==> src/rtl/load_port_arbiter.sv <==
// load_port_arbiter: round-robin arbiter for two load requesters sharing one
// fixed-latency, in-order, untagged memory load port. An ordered FIFO of
// {requester, tag} routes each returning block back to its owner.
module load_port_arbiter #(
  parameter int LATENCY = 100,
  parameter int DEPTH   = 128,
  parameter int TAG_W   = 4
) (
  input  logic                         clk,
  input  logic                         reset,
  input  logic                         req0Valid,
  output logic                         req0Ready,
  input  logic [15:0]                  req0Addr,
  input  logic [TAG_W-1:0]             req0Tag,
  input  logic                         req1Valid,
  output logic                         req1Ready,
  input  logic [15:0]                  req1Addr,
  input  logic [TAG_W-1:0]             req1Tag,
  output logic                         loadEnable,
  output logic [15:0]                  loadAddr,
  input  logic                         loadReady,
  input  logic [63:0]                  loadData,
  output logic                         rsp0Valid,
  output logic [63:0]                  rsp0Data,
  output logic [TAG_W-1:0]             rsp0Tag,
  output logic                         rsp1Valid,
  output logic [63:0]                  rsp1Data,
  output logic [TAG_W-1:0]             rsp1Tag,
  output logic [$clog2(DEPTH+1)-1:0]   inflight,
  output logic                         badAddr,
  output logic                         protoErr
);

  localparam int CNT_W = $clog2(DEPTH + 1);
  localparam int PTR_W = (DEPTH > 1) ? $clog2(DEPTH) : 1;
  localparam int DC_W  = $clog2(LATENCY + 2);
  localparam logic [15:0] EMPTY_ADDR = 16'hFFFF;

  typedef enum logic {DRAIN, RUN} state_t;

  state_t            state, state_nxt;
  logic [DC_W-1:0]   drain_cnt, drain_cnt_nxt;
  logic              last_grant;

  // FIFO entry: {requester id, tag}
  logic [TAG_W:0]    fifo_mem [DEPTH];
  logic [PTR_W-1:0]  wr_ptr, rd_ptr;

  logic              run_st, can_grant;
  logic              gnt0, gnt1, gnt_any, gnt_id;
  logic [15:0]       gnt_addr;
  logic [TAG_W-1:0]  gnt_tag;
  logic              push, pop, spurious;
  logic              head_id;
  logic [TAG_W-1:0]  head_tag;

  // Circular pointer advance; DEPTH need not be a power of two.
  function automatic logic [PTR_W-1:0] ptr_inc(input logic [PTR_W-1:0] p);
    return (p == PTR_W'(DEPTH - 1)) ? '0 : p + PTR_W'(1);
  endfunction

  // State register and drain counter.
  always_ff @(posedge clk) begin
    if (reset) begin
      state     <= DRAIN;
      drain_cnt <= DC_W'(LATENCY + 1);
    end else begin
      state     <= state_nxt;
      drain_cnt <= drain_cnt_nxt;
    end
  end

  // Next state: DRAIN counts down so returns from loads issued before reset
  // arrive and are ignored; RUN is entered when the count reaches zero.
  always_comb begin
    state_nxt     = state;
    drain_cnt_nxt = drain_cnt;
    case (state)
      DRAIN: begin
        if (drain_cnt <= DC_W'(1)) begin
          drain_cnt_nxt = '0;
          state_nxt     = RUN;
        end else begin
          drain_cnt_nxt = drain_cnt - DC_W'(1);
        end
      end
      RUN: state_nxt = RUN;
      default: state_nxt = DRAIN;
    endcase
  end

  // Grant: round-robin on ties, blocked while the tracker is full. A pop in
  // the same cycle does not free a slot until the following cycle. Reset
  // masks the readies so nothing looks accepted in a cycle that is discarded.
  always_comb begin
    run_st    = (state == RUN);
    can_grant = run_st && !reset && (inflight < CNT_W'(DEPTH));
    gnt0      = can_grant && req0Valid && (!req1Valid || last_grant);
    gnt1      = can_grant && req1Valid && (!req0Valid || !last_grant);
    gnt_any   = gnt0 || gnt1;
    gnt_id    = gnt1;
    gnt_addr  = gnt1 ? req1Addr : req0Addr;
    gnt_tag   = gnt1 ? req1Tag  : req0Tag;
    push      = gnt_any && (gnt_addr != EMPTY_ADDR);
    pop       = run_st && loadReady && (inflight != '0);
    spurious  = run_st && loadReady && (inflight == '0);
    head_id   = fifo_mem[rd_ptr][TAG_W];
    head_tag  = fifo_mem[rd_ptr][TAG_W-1:0];
    req0Ready = gnt0;
    req1Ready = gnt1;
  end

  // Tracker storage; contents are only meaningful between the pointers.
  always_ff @(posedge clk) begin
    if (push) fifo_mem[wr_ptr] <= {gnt_id, gnt_tag};
  end

  // Tracker pointers and occupancy.
  always_ff @(posedge clk) begin
    if (reset) begin
      wr_ptr   <= '0;
      rd_ptr   <= '0;
      inflight <= '0;
    end else begin
      if (push) wr_ptr <= ptr_inc(wr_ptr);
      if (pop)  rd_ptr <= ptr_inc(rd_ptr);
      if (push && !pop)      inflight <= inflight + CNT_W'(1);
      else if (pop && !push) inflight <= inflight - CNT_W'(1);
    end
  end

  // Round-robin pointer: moves only when someone is actually granted.
  always_ff @(posedge clk) begin
    if (reset) last_grant <= 1'b1;
    else if (gnt_any) last_grant <= gnt_id;
  end

  // Registered issue to the memory port. The sentinel address is accepted
  // but never issued.
  always_ff @(posedge clk) begin
    if (reset) begin
      loadEnable <= 1'b0;
      loadAddr   <= 16'h0000;
    end else begin
      loadEnable <= push;
      if (push) loadAddr <= gnt_addr;
    end
  end

  // Registered responses, steered by the head of the tracker. Data and tag
  // hold their last value between pulses.
  always_ff @(posedge clk) begin
    if (reset) begin
      rsp0Valid <= 1'b0;
      rsp0Data  <= '0;
      rsp0Tag   <= '0;
      rsp1Valid <= 1'b0;
      rsp1Data  <= '0;
      rsp1Tag   <= '0;
    end else begin
      rsp0Valid <= pop && !head_id;
      rsp1Valid <= pop && head_id;
      if (pop && !head_id) begin
        rsp0Data <= loadData;
        rsp0Tag  <= head_tag;
      end
      if (pop && head_id) begin
        rsp1Data <= loadData;
        rsp1Tag  <= head_tag;
      end
    end
  end

  // Sticky error flags, cleared only by reset.
  always_ff @(posedge clk) begin
    if (reset) begin
      badAddr  <= 1'b0;
      protoErr <= 1'b0;
    end else begin
      if (gnt_any && (gnt_addr == EMPTY_ADDR)) badAddr <= 1'b1;
      if (spurious) protoErr <= 1'b1;
    end
  end

endmodule

==> config.mk <==
export PLATFORM = sky130hd
export DESIGN_NAME = load_port_arbiter
export DESIGN_NICKNAME = d
export VERILOG_FILES = /design/src/rtl/load_port_arbiter.sv
export SDC_FILE = /design/constraint.sdc
export NUM_CORES = 1
export LEC_CHECK = 0
export ABC_CLOCK_PERIOD_IN_PS = 12300
export CORE_MARGIN = 5
export CORE_UTILIZATION = 62
export DETAILED_ROUTE_END_ITERATION = 12
export GPL_ROUTABILITY_DRIVEN = 0
export PLACE_DENSITY = 0.95
export SYNTH_ARGS = -nofsm -noshare
export SYNTH_HDL_FRONTEND = slang
export SYNTH_SLANG_ARGS = --single-unit
==> constraint.sdc <==
create_clock -name clk -period 12.3 [get_ports clk]
set_input_delay 2.46 -clock clk [delete_from_list [all_inputs] [get_ports clk]]
set_output_delay 2.46 -clock clk [all_outputs]
set_load 0.03 [all_outputs]
==> results.toml <==
[logic_synthesis]
synth_warnings = 0
ys_top_cells_by_area = "edfxtp_1, dfxtp_1, mux4_2"
synth_commonest_cells = "edfxtp_1, nor2_1, nand2b_1, dfxtp_1, mux2i_1"
synth.most_common_cell = "edfxtp_1"
synth_area_leader_cell = "edfxtp_1"
synth_edf_count = 640
synth.avg_cell_area_sq_um = 15.9
async_flop_share_pct = 0
syn_inst = 2104
syn_nets = 2226
ys.flop_type = "edfxtp_1"
syn_area_sq_mm = 0.0335
yosysUniqueCellTypes = 61
yosysSeqAreaShare_pct = 69.1
synth_seq_cells = 835
synth_top_area_share_pct = 57.4

[cts]
insertion_delay_ps = 640
cts_tree = "built"
cts_buffers = 79
ctsHoldBuffers = 0
clockBufferDepth = 3
clkSlewWorstSetupHoldPaths_ps = 60
cts_resized = 0
htree_levels = 3
clockRootBuffer = "clkbuf_16"
post-cts-setup-buffers = 0
clock_sinks = 835

[routing]
drtAntennaViolNets = 0
avgRoutedWirePerCell_um = 29.8
via_count = 21100
drc = 0
drt_wl_total_um = 93100
vias_per_cell = 6.77
drt_iter0_markers = 3138
drtPass1Iterations = 7

[timing]
period_needed_ps = 8110
rsz0062_at_grt = "no"
final-hold-violation-count = 0
clock_skew_ps = 35.4
finalSetupTns_ps = 0
post-route-period-util_pct = 65.9
finalSetupViolations = 0
max_slew_margin_pct = 17.1
whs_ps = 473
slew_viol_final = 0
tightest_slew_ps = 1240
max_clock_freq_mhz = 123

[pwr]
swShare_pct = 20.2
internal_power_mw = 4.42
p_leak_nw = 13.1
cellPowerDensity_mw_per_mm2 = 141
combPwrFrac_pct = 2.0
p_sw_mw = 1.12
vdd_drop_max_mv = 0.117
p_clk_share_pct = 43.4
seq_power_share_pct = 54.6

[floorplanning]
start_util_pct = 62.4
fp.dieArea_sq_mm = 0.0587
fp.dieW_um = 242
core-area_sq_mm = 0.0536
die_h_um = 242
placementRows = 85
ios = 276

[setup_path]
cp_data_arrival_time_ps = 5650
worstSetupStartpointType = "input pin"
critPathMaxFanout = 100
worstSetupPathType = "in -> out"
r2r_cells = 10
reg2reg_to = "rsp1Data[32]"
reg2reg_slack_ps = 6250
cp_data_required_time_ps = 9840
end_kind = "output port"

[cells_and_area]
drive_gt1_share_pct = 13.1
final_area_sq_mm = 0.0392
syn_to_final_growth_pct = 17.1
design.final.nets = 2482

[global_routing]
grt_antenna_before_repair = 1
grt_pass1_wl_um = 139000
grt_max_degree = 157
grt_usage_pct = 31.3
overflow = 0
grt_pass1_vias = 21600

[worst_hold_path]
whs_endpoint = "rsp1Data[21]"
holdCritStartpoint = "rsp1Data[21]"
hold_path.class = "reg -> reg"
holdPathStages = 2

[placement]
portBuffers = 275
place_area_sq_mm = 0.0367
dp_hpwl_um = 53200

[outcome]
outcome = "complete, no violations"

[run]
maxCapViolations = 0
[through the flow]
stage	setup slack (ps)	power [mW]	util, %	cells
4_1_cts	4280	5.55	73.1	3119
3_5_place_dp	4440	3.19	68.4	2975
6_report	4190	5.54	73.1	3120
2_1_floorplan	4480	3.14	-	2104
3_3_place_gp	4510	3.19	68.4	2975
5_1_grt	4050	5.69	73.1	3120
[placed cells by master (no fill, tap or decap), types with 4 or more instances in the layout]
master,instances
a211oi_1,9
clkinv_1,17
o22ai_1,19
bufinv_16,4
or3_1,5
clkbuf_8,8
mux4_2,147
mux4_1,9
a21oi_1,22
inv_1,12
and2_1,4
buf_4,24
o21ai_0,23
xnor2_1,6
a31oi_1,10
dfxtp_1,192
clkdlybuf4s50_1,274
mux2_1,4
nor3_1,4
nand2_4,4
a21o_1,5
a311oi_1,16
a41oi_1,7
nand2b_1,196
clkinv_2,14
nand4_1,11
nor4_1,5
clkbuf_16,82
nand2_1,140
mux2_2,9
nor2_1,202
mux2_4,4
clkbuf_1,12
nand3_1,40
mux2i_1,149
nor2b_1,23
xor2_1,6
ha_1,12
a32oi_1,4
edfxtp_1,640
[kinds of logic after synthesis]
group / count (synthesis) / share of synthesized area [%]
flops: 835 / 69.1
simple gates: 641 / 9.25
mux: 322 / 15.7
compound gates: 143 / 2.95
buf+inv: 138 / 2.20
fa+ha+maj: 13 / 0.508
xor+xnor: 12 / 0.314
[final cells by class]
| type | count | area (sq um) |
|---|---|---|
| multi-input combinational | 1131 | 9660 |
| antenna | 1 | 2.50 |
| inverter | 14 | 55.1 |
| clock buffer | 103 | 2210 |
| clock inverter | 41 | 309 |
| tap | 696 | 871 |
| fill | 2809 | 14400 |
| timing repair buffer | 299 | 2940 |
| sequential | 835 | 23100 |
[registers in the layout, summed over array words and instances, names as in the netlist, 4 cells and up, named ones only]
signal / count
drain_cnt: 7
rsp1Data: 64
rsp0Data: 64
fifo_mem: 640
rsp1Tag: 4
wr_ptr: 7
inflight: 8
loadAddr: 16
rsp0Tag: 4
rd_ptr: 7
[power by group through the flow]
stage          logic, mW  clock network (mW)  registers [mW]
2_1_floorplan     0.0445                   0            3.09
3_3_place_gp       0.101                   0            3.09
3_5_place_dp       0.107                   0            3.09
4_1_cts            0.110                2.41            3.03
5_1_grt            0.118                2.54            3.02
6_report           0.112                2.40            3.03
[critical path, stage by stage]
cell,delay (ps)
buf_4,370
nor3b_1,450
nand3_1,780
inv_4,730
clkdlybuf4s50_1,780
[layer usage]
metal	wire length (um)	track usage, %
met3	12000	9.33
met2	44600	50.7
met1	30000	38.1
met4	6450	17.1
met5	0	0
[worst max path at each step]
| stage | from | to | slack [ps] | depth (start not counted) |
|---|---|---|---|---|
| 2_1_floorplan | reset | req1Ready | 4480 | 4 |
| 3_3_place_gp | reset | req1Ready | 4510 | 5 |
| 3_5_place_dp | reset | req1Ready | 4440 | 5 |
| 4_1_cts | reset | req1Ready | 4280 | 5 |
| 5_1_grt | reset | req1Ready | 4050 | 5 |
| 6_report | reset | req1Ready | 4190 | 5 |
Power figures use the tool's default switching activity.
